===== config.mk =====
export PLATFORM = sky130hd
export DESIGN_NAME = axi_lite_counter_flat
export DESIGN_NICKNAME = d
export VERILOG_FILES = /design/src/rtl/axi_lite_counter_if.sv /design/src/rtl/axi_lite_counter.sv /design/src/flat_wrapper.sv
export SDC_FILE = /design/constraint.sdc
export NUM_CORES = 1
export LEC_CHECK = 0
export BUFFER_PORTS_ARGS = -buffer_cell sky130_fd_sc_hd__buf_4
export CELL_PAD_IN_SITES_DETAIL_PLACEMENT = 0
export CELL_PAD_IN_SITES_GLOBAL_PLACEMENT = 1
export CORE_ASPECT_RATIO = 1.25
export CORE_MARGIN = 2
export CORE_UTILIZATION = 40
export DETAILED_ROUTE_END_ITERATION = 8
export PLACE_DENSITY = 0.86
export RECOVER_POWER = 100
export SLEW_MARGIN = 10
export SYNTH_ARGS = -nofsm -noshare
export SYNTH_HDL_FRONTEND = slang
export SYNTH_SLANG_ARGS = --single-unit

===== constraint.sdc =====
create_clock -name aclk -period 2 [get_ports aclk]
set_input_delay 0.6 -clock aclk [delete_from_list [all_inputs] [get_ports aclk]]
set_output_delay 0.6 -clock aclk [all_outputs]
set_load 0.01 [all_outputs]

===== src/rtl/axi_lite_counter_if.sv =====
// rtl/axi_lite_counter_if.sv - AXI4-Lite register bus bundle for the counter block
interface axi_lite_counter_if #(
    parameter int C_S_AXI_DATA_WIDTH = 32,
    parameter int C_S_AXI_ADDR_WIDTH = 4
);
    logic [C_S_AXI_ADDR_WIDTH-1:0]   awaddr;
    logic [2:0]                      awprot;
    logic                            awvalid;
    logic                            awready;
    logic [C_S_AXI_DATA_WIDTH-1:0]   wdata;
    logic [C_S_AXI_DATA_WIDTH/8-1:0] wstrb;
    logic                            wvalid;
    logic                            wready;
    logic [1:0]                      bresp;
    logic                            bvalid;
    logic                            bready;
    logic [C_S_AXI_ADDR_WIDTH-1:0]   araddr;
    logic [2:0]                      arprot;
    logic                            arvalid;
    logic                            arready;
    logic [C_S_AXI_DATA_WIDTH-1:0]   rdata;
    logic [1:0]                      rresp;
    logic                            rvalid;
    logic                            rready;

    modport master (
        output awaddr, awprot, awvalid, wdata, wstrb, wvalid, bready,
        output araddr, arprot, arvalid, rready,
        input  awready, wready, bresp, bvalid, arready, rdata, rresp, rvalid
    );

    modport slave (
        input  awaddr, awprot, awvalid, wdata, wstrb, wvalid, bready,
        input  araddr, arprot, arvalid, rready,
        output awready, wready, bresp, bvalid, arready, rdata, rresp, rvalid
    );
endinterface


===== src/rtl/axi_lite_counter.sv =====
// rtl/axi_lite_counter.sv - 8-bit up/down counter controlled through AXI4-Lite registers
module axi_lite_counter #(
    parameter int C_S_AXI_DATA_WIDTH = 32,
    parameter int C_S_AXI_ADDR_WIDTH = 4
) (
    input  logic              aclk,
    input  logic              aresetn,
    axi_lite_counter_if.slave s_axi,
    output logic [7:0]        count_out
);
    localparam logic [1:0]  REG_CTRL    = 2'd0;
    localparam logic [1:0]  REG_START   = 2'd1;
    localparam logic [1:0]  REG_SCRATCH = 2'd2;
    localparam logic [1:0]  REG_ID      = 2'd3;
    localparam logic [31:0] ID_VALUE    = 32'hABCD_1234;

    logic [31:0] ctrl_reg;
    logic [31:0] start_reg;
    logic [31:0] scratch_reg;
    logic        awready_q;
    logic        bvalid_q;
    logic        arready_q;
    logic        rvalid_q;
    logic [31:0] rdata_q;
    logic        load_pending;
    logic [7:0]  load_val;
    logic [7:0]  count;

    logic        write_fire;
    logic        read_fire;
    logic [1:0]  wsel;
    logic [1:0]  rsel;
    logic [31:0] start_merged;
    logic        unused_bits;

    function automatic logic [31:0] strobe_merge(input logic [31:0] old_val,
                                                 input logic [31:0] new_val,
                                                 input logic [3:0]  strb);
        logic [31:0] res;
        for (int b = 0; b < 4; b++) begin
            res[b*8 +: 8] = strb[b] ? new_val[b*8 +: 8] : old_val[b*8 +: 8];
        end
        return res;
    endfunction

    // awready/wready are one shared pulse, so both channels complete on the same edge
    assign write_fire   = awready_q && s_axi.awvalid && s_axi.wvalid;
    assign read_fire    = arready_q && s_axi.arvalid;
    assign wsel         = s_axi.awaddr[3:2];
    assign rsel         = s_axi.araddr[3:2];
    assign start_merged = strobe_merge(start_reg, s_axi.wdata, s_axi.wstrb);
    assign unused_bits  = ^{s_axi.awprot, s_axi.arprot, s_axi.awaddr[1:0], s_axi.araddr[1:0]};

    assign s_axi.awready = awready_q;
    assign s_axi.wready  = awready_q;
    assign s_axi.bvalid  = bvalid_q;
    assign s_axi.bresp   = 2'b00;
    assign s_axi.arready = arready_q;
    assign s_axi.rvalid  = rvalid_q;
    assign s_axi.rdata   = rdata_q;
    assign s_axi.rresp   = 2'b00;
    assign count_out     = count;

    always_ff @(posedge aclk or negedge aresetn) begin
        if (!aresetn) begin
            ctrl_reg     <= '0;
            start_reg    <= '0;
            scratch_reg  <= '0;
            awready_q    <= 1'b0;
            bvalid_q     <= 1'b0;
            load_pending <= 1'b0;
            load_val     <= '0;
        end else begin
            awready_q    <= s_axi.awvalid && s_axi.wvalid && !bvalid_q && !awready_q;
            load_pending <= 1'b0;
            if (write_fire) begin
                bvalid_q <= 1'b1;
                case (wsel)
                    REG_CTRL:    ctrl_reg    <= strobe_merge(ctrl_reg, s_axi.wdata, s_axi.wstrb);
                    REG_START: begin
                        start_reg    <= start_merged;
                        load_pending <= 1'b1;
                        load_val     <= start_merged[7:0];
                    end
                    REG_SCRATCH: scratch_reg <= strobe_merge(scratch_reg, s_axi.wdata, s_axi.wstrb);
                    default:     ;
                endcase
            end else if (bvalid_q && s_axi.bready) begin
                bvalid_q <= 1'b0;
            end
        end
    end

    // Read data is captured at the address handshake and held until rready
    always_ff @(posedge aclk or negedge aresetn) begin
        if (!aresetn) begin
            arready_q <= 1'b0;
            rvalid_q  <= 1'b0;
            rdata_q   <= '0;
        end else begin
            arready_q <= s_axi.arvalid && !rvalid_q && !arready_q;
            if (read_fire) begin
                rvalid_q <= 1'b1;
                case (rsel)
                    REG_CTRL:    rdata_q <= ctrl_reg;
                    REG_START:   rdata_q <= start_reg;
                    REG_SCRATCH: rdata_q <= scratch_reg;
                    REG_ID:      rdata_q <= ID_VALUE;
                    default:     rdata_q <= '0;
                endcase
            end else if (rvalid_q && s_axi.rready) begin
                rvalid_q <= 1'b0;
            end
        end
    end

    // A START load has priority over counting and applies even when disabled
    always_ff @(posedge aclk or negedge aresetn) begin
        if (!aresetn) begin
            count <= '0;
        end else if (load_pending) begin
            count <= load_val;
        end else if (ctrl_reg[0]) begin
            count <= ctrl_reg[1] ? count - 8'd1 : count + 8'd1;
        end
    end
endmodule


===== src/flat_wrapper.sv =====
// flat-port wrapper written by rule: the top's interface ports become plain ports
module axi_lite_counter_flat 
#(
    parameter int C_S_AXI_DATA_WIDTH = 32,
    parameter int C_S_AXI_ADDR_WIDTH = 4
)
  (aclk, aresetn, count_out, s_axi_awaddr, s_axi_awprot, s_axi_awvalid, s_axi_wdata, s_axi_wstrb, s_axi_wvalid, s_axi_bready, s_axi_araddr, s_axi_arprot, s_axi_arvalid, s_axi_rready, s_axi_awready, s_axi_wready, s_axi_bresp, s_axi_bvalid, s_axi_arready, s_axi_rdata, s_axi_rresp, s_axi_rvalid);
  axi_lite_counter_if #(.C_S_AXI_DATA_WIDTH(C_S_AXI_DATA_WIDTH), .C_S_AXI_ADDR_WIDTH(C_S_AXI_ADDR_WIDTH)) s_axi_i ();
  input  logic aclk;
  input  logic aresetn;
  output logic [7:0] count_out;
  input wire logic [$bits(s_axi_i.awaddr)-1:0] s_axi_awaddr;
  input wire logic [$bits(s_axi_i.awprot)-1:0] s_axi_awprot;
  input wire logic [$bits(s_axi_i.awvalid)-1:0] s_axi_awvalid;
  input wire logic [$bits(s_axi_i.wdata)-1:0] s_axi_wdata;
  input wire logic [$bits(s_axi_i.wstrb)-1:0] s_axi_wstrb;
  input wire logic [$bits(s_axi_i.wvalid)-1:0] s_axi_wvalid;
  input wire logic [$bits(s_axi_i.bready)-1:0] s_axi_bready;
  input wire logic [$bits(s_axi_i.araddr)-1:0] s_axi_araddr;
  input wire logic [$bits(s_axi_i.arprot)-1:0] s_axi_arprot;
  input wire logic [$bits(s_axi_i.arvalid)-1:0] s_axi_arvalid;
  input wire logic [$bits(s_axi_i.rready)-1:0] s_axi_rready;
  output wire logic [$bits(s_axi_i.awready)-1:0] s_axi_awready;
  output wire logic [$bits(s_axi_i.wready)-1:0] s_axi_wready;
  output wire logic [$bits(s_axi_i.bresp)-1:0] s_axi_bresp;
  output wire logic [$bits(s_axi_i.bvalid)-1:0] s_axi_bvalid;
  output wire logic [$bits(s_axi_i.arready)-1:0] s_axi_arready;
  output wire logic [$bits(s_axi_i.rdata)-1:0] s_axi_rdata;
  output wire logic [$bits(s_axi_i.rresp)-1:0] s_axi_rresp;
  output wire logic [$bits(s_axi_i.rvalid)-1:0] s_axi_rvalid;
  assign s_axi_i.awaddr = s_axi_awaddr;
  assign s_axi_i.awprot = s_axi_awprot;
  assign s_axi_i.awvalid = s_axi_awvalid;
  assign s_axi_i.wdata = s_axi_wdata;
  assign s_axi_i.wstrb = s_axi_wstrb;
  assign s_axi_i.wvalid = s_axi_wvalid;
  assign s_axi_i.bready = s_axi_bready;
  assign s_axi_i.araddr = s_axi_araddr;
  assign s_axi_i.arprot = s_axi_arprot;
  assign s_axi_i.arvalid = s_axi_arvalid;
  assign s_axi_i.rready = s_axi_rready;
  assign s_axi_awready = s_axi_i.awready;
  assign s_axi_wready = s_axi_i.wready;
  assign s_axi_bresp = s_axi_i.bresp;
  assign s_axi_bvalid = s_axi_i.bvalid;
  assign s_axi_arready = s_axi_i.arready;
  assign s_axi_rdata = s_axi_i.rdata;
  assign s_axi_rresp = s_axi_i.rresp;
  assign s_axi_rvalid = s_axi_i.rvalid;
  axi_lite_counter #(.C_S_AXI_DATA_WIDTH(C_S_AXI_DATA_WIDTH), .C_S_AXI_ADDR_WIDTH(C_S_AXI_ADDR_WIDTH)) u_core (.aclk(aclk), .aresetn(aresetn), .s_axi(s_axi_i), .count_out(count_out));
endmodule

# Word level (Yosys, flattened, before mapping)
# Cells that the tools add are included.
[op_classes] n_mux=10 n_addsub=2 n_eq_ne=5 n_reduce_logical=31
[ops] cell="case mux 32 bit (4 select lines)" count=1
[ops] cell="AND reduction 3 bit" count=12
[ops] cell="two-way mux 8 bit" count=3
[ops] cell="logical AND 1 bit" count=10
[ops] cell="adder 8 x 1 -> 8 bit (second input constant)" count=1
[ops] cell="subtractor 8 x 1 -> 8 bit (second input constant)" count=1
[ops] cell="equality test 2 bit (second input constant)" count=3
[ops] cell="two-way mux 1 bit" count=6
[ops] cell="nonzero test 2 bit" count=3
[ops] cell="equality test 2 x 1 -> 1 bit (second input constant)" count=2
[ops] cell="logical NOT 1 bit" count=4
[ops] cell="logical NOT 2 bit" count=2
[totals] input_bits=57 reg_bits=141 output_inout_bits=49 wordCells=67

# Depth between registers and ports, before layout
[depth] word_depth=4 mapped_depth=7 depth_no_buf=7

# Worst setup path before layout
# Ideal clock, no wire load.
[synth_path] path_kind="register to register" startpoint="register u_core.ctrl_reg[1]" endpoint="register u_core.count[7] (netlist: u_core.count_out[7])" setup_ps=120 required_time_ps=1880 path_buffers=0 arrival_ps=2002 stages_incl_launch_ff=7 synth_period_minus_slack_ps=2122 path_slack_ps=-122 path_cell_list="dfrtp_1 > ha_1 > a211oi_2 > nor3_1 > or4_4 > a31o_1 > a31o_1"
[synth_via] elab_chain_len=3
[synth_lines] item="from (decl)" line="axi_lite_counter.sv:17" rtl="logic [31:0] ctrl_reg;"
[synth_lines] item="from (signal assigned)" line="axi_lite_counter.sv:79" rtl="REG_CTRL: ctrl_reg <= strobe_merge(ctrl_reg, s_axi.wdata, s_axi.wstrb);"
[synth_lines] item="two-way mux 8 bit" line="axi_lite_counter.sv:124" rtl="count <= ctrl_reg[1] ? count - 8'd1 : count + 8'd1;"
[synth_lines] item="two-way mux 8 bit" line="axi_lite_counter.sv:123" rtl="end else if (ctrl_reg[0]) begin"
[synth_lines] item="two-way mux 8 bit" line="axi_lite_counter.sv:121" rtl="end else if (load_pending) begin"
[synth_lines] item="to (signal assigned)" line="axi_lite_counter.sv:122" rtl="count <= load_val;"
[synth_lines] item="to (signal assigned)" line="axi_lite_counter.sv:124"
[synth_lines] item="to (decl)" line="axi_lite_counter.sv:27" rtl="logic [7:0] count;"
# No other way between the ends. The select of a mux whose other input is x is not followed.
# A chain may end at the register's enable or synchronous reset.

# Final worst setup path
[layout_path] startpoint="register u_core.ctrl_reg[1]" endpoint="register u_core.count[6] (netlist: u_core.count_out[6])"
# Same word-level chain as after synthesis.

==> metrics.md <==
| Metric | Value |
|---|---|
| Status | `finished with violations` |
| Violated checks | `negative setup slack` |
| Crit-path max FO | `6` |
| Post-Syn Instances | `507` |
| Area Overhead vs Synth | `26.5%` |
| Net count reported at finish | `a little under 700` |
| WP data required | `around 2400 ps` |
| Gr usage total | `about a fifth` |
| Critical Path End Type | `flip-flop` |
| R2R setup slack | `-70 ps` |
| Non-Filler Instances | `about 840` |
| Antenna Nets Post-Route | `0` |
| Hold Buf Count CTS | `0` |
| Synth cell types | `40` |
| Sequential cell area fraction in the yosys report | `56.8%` |
| Fraction of layout cells with a size suffix above 1 | `about two fifths` |
| Fmax | `484 MHz` |
| Measured slew at the worst slew-check pin | `roughly 1200 ps` |
| Root buffer cell | `clkbuf_16` |
| CP arrival | `around 2400 ps` |
| Area of the multi-input gates | `between 2000 and 3000 sq um` |
| Cell Area, Synth | `6210 sq um` |
| Vias | `~4,300` |
| CTS tree | `done` |
| Hold Slack | `322 ps` |
| Worst vdd ir | `roughly 0.54 mV` |
| Sequential cell area | `3530 sq um` |
| Post-synthesis average cell area | `roughly 12 sq um` |
| DR pass1 iterations | `5` |
| Minimum clock period | `2070 ps` |
| Hold Vio Cnt, Final | `0` |
| Critical path type | `flip-flop to flip-flop` |
| Post-synth EDFFs | `0` |
| Die H | `roughly 140 um` |
| Flops & latches, synth | `141` |
| Total Power | `8.51 mW` |
| Drt total wl | `14,500 um` |
| Dpl hpwl | `10,100 um` |
| Worst min path class | `primary input to async pin` |
| First-pass GRT wire length | `roughly 24,000 um` |
| Row count | `50` |
| Clock Skew | `between 10 and 15 ps` |
| Top Ports | `106` |
| FF-to-FF Start | `u_core.ctrl_reg[1]$_DFFE_PN0P_` |
| Sink Count | `approximately 140` |
| Vias in the first global route | `about 4,700` |
| Final worst slack | `-67.3 ps` |
| Congestion Overflow GR | `0` |
| Met2 Use GR | `about a third` |
| GR met1 Demand/Resource | `between 20% and 30%` |
| DR WL/cell | `approximately 17 um` |
| Core ar. | `~15,000 sq um` |
| CTS Buffer Depth | `2` |
| Type of origin of the critical path | `flip-flop` |
| Slew Limit Fails | `0` |
| DRC | `0` |
| Leakage | `between 3 and 4 nW` |
| Yosys Warn Count | `0` |
| Cells after DPL | `roughly 800` |
| FFs w/ async S/R, synth | `100%` |
| Primary FF master, synth | `dfrtp_1` |
| Tcrit/Tclk final | `103%` |
| Vias per cell | `~5.1` |
| Horiz. Die Dim | `between 100 and 150 um` |
| First DRT Iteration DRCs | `between 150 and 200` |
| Clock transition at path regs | `~60 ps` |
| Diode count | `0` |
| IO Port Bufs | `approximately 90` |
| Post-DP Area | `7320 sq um` |
| Routability congestion estimate | `roughly 0.82` |
| H-tree depth | `4` |
| Clock Latency Late Sink | `about 400 ps` |
| Met3 usage | `around 5.4%` |
| Number of buffers created by CTS | `17` |
| CP Launch Point | `u_core.ctrl_reg[1]$_DFFE_PN0P_` |
| Largest net degree at the start of global routing | `66` |
| Slew HR | `between 20% and 30%` |
| Final setup fails | `2` |
| Max Cap Viol | `0` |
| Initial antenna violation count | `0` |
| Filler cell count | `1,330` |
| Final Instance Area | `roughly 7900 sq um` |
| Unrepaired setup endpoints after global routing | `true` |
| Initial core utilization | `approximately two fifths` |
| Die Area | `16,500 sq um` |
| Gr busiest metal | `met2` |
| PD cells | `approximately 1100 nW/um^2` |
| Worst slack, placed | `-65.6 ps` |
==> per-stage QoR <==
step	util [%]	TNS (ps)
finish	52.1	-117
global route	52.1	-340
CTS	52.7	-95.4
detailed placement	48.6	-1020
global placement	48.6	-118
floorplan	-	0
==> report_power, final <==
group	internal [mW]	switching, mW	total, mW
Combinational	0.902	0.807	1.71
Sequential	3.30	0.300	3.60
Clock	2.00	1.21	3.21
==> routing by layer <==
metal  vias to the layer above  part of all wire [%]
li1                       2029                     -
met1                      2192                    43
met2                        96                    52
met3                        12                   4.7
met4                         0                   1.1
met5                         -                     0
==> logic make-up after synthesis <==
kind of cell    count (synthesis)  synth area share, %
simple gates                   99                 6.93
compound gates                 92                 8.50
buf+inv                        34                 2.44
mux                           132                 23.6
flops                         141                 56.8
other cells                     1               0.0604
fa+ha+maj                       7                 1.53
xor+xnor                        1                0.141
==> cells in the final DEF, fill, tap and decap left out, drive strengths merged, types with 6 or more instances in the layout <==
cell type	instances
nand2	51
o22ai	15
inv	9
mux2i	19
buf	93
clkbuf	46
mux2	113
nor2	25
ha	6
o21ai	40
a21oi	23
dfrtp	141
clkinv	6
==> critical path: stages, from the launching register on <==
cell	delay, ps
dfrtp_2	470
buf_6	140
ha_4	230
nor2b_1	140
o31a_1	290
o21a_1	180
or4_1	470
nand3_1	80
==> synthesized netlist by cell type, types with 2 or more instances <==
master | n | share of area (%)
nor2b_1 | 3 | 0.30
ha_1 | 6 | 1.2
nand2b_1 | 3 | 0.30
mux2_2 | 113 | 20
clkbuf_1 | 16 | 0.97
o21ai_0 | 39 | 3.1
a2bb2oi_1 | 2 | 0.28
dfrtp_1 | 141 | 57
o21a_1 | 2 | 0.24
nor3_1 | 5 | 0.40
a21oi_1 | 23 | 1.9
a31o_1 | 2 | 0.28
a22oi_1 | 2 | 0.24
mux2i_1 | 19 | 3.1
buf_2 | 4 | 0.32
nand3_1 | 3 | 0.24
o22ai_1 | 15 | 1.5
nand2_1 | 51 | 3.1
nand4_1 | 2 | 0.20
nor2_1 | 25 | 1.5
inv_1 | 8 | 0.48
buf_4 | 5 | 0.60
==> worst paths after layout <==
path | cells past startpoint | end
hold / removal | 1 | u_core.s_axi.rdata[27]$_DFFE_PN0P_
setup / recovery | 7 | u_core.count_out[6]$_DFFE_PN0P_
max in group asynchronous | 2 | u_core.s_axi.rdata[11]$_DFFE_PN0P_
hold reg to reg | 2 | u_core.s_axi.rdata[8]$_DFFE_PN0P_
setup reg to reg | 7 | u_core.count_out[6]$_DFFE_PN0P_
min in group aclk | 2 | u_core.s_axi.bvalid$_DFFE_PN0P_
==> cell type report <==
class | instances | share of cell area, %
clock buffer | 19 | 5.64
clock inverter | 13 | 2.12
inverter | 8 | 0.382
multi-input combinational | 335 | 33.2
sequential | 141 | 44.9
tap | 208 | 3.31
timing repair buffer | 120 | 10.4
==> what timing repair did <==
action,CTS,global route
setup buffers,0,3
pin swaps,0,3
gates resized for setup,2,6
endpoints found under the hold margin,0,0
gates cloned,0,0
setup endpoints to repair,2,4
No activity file was read; power rests on OpenSTA's default activity.
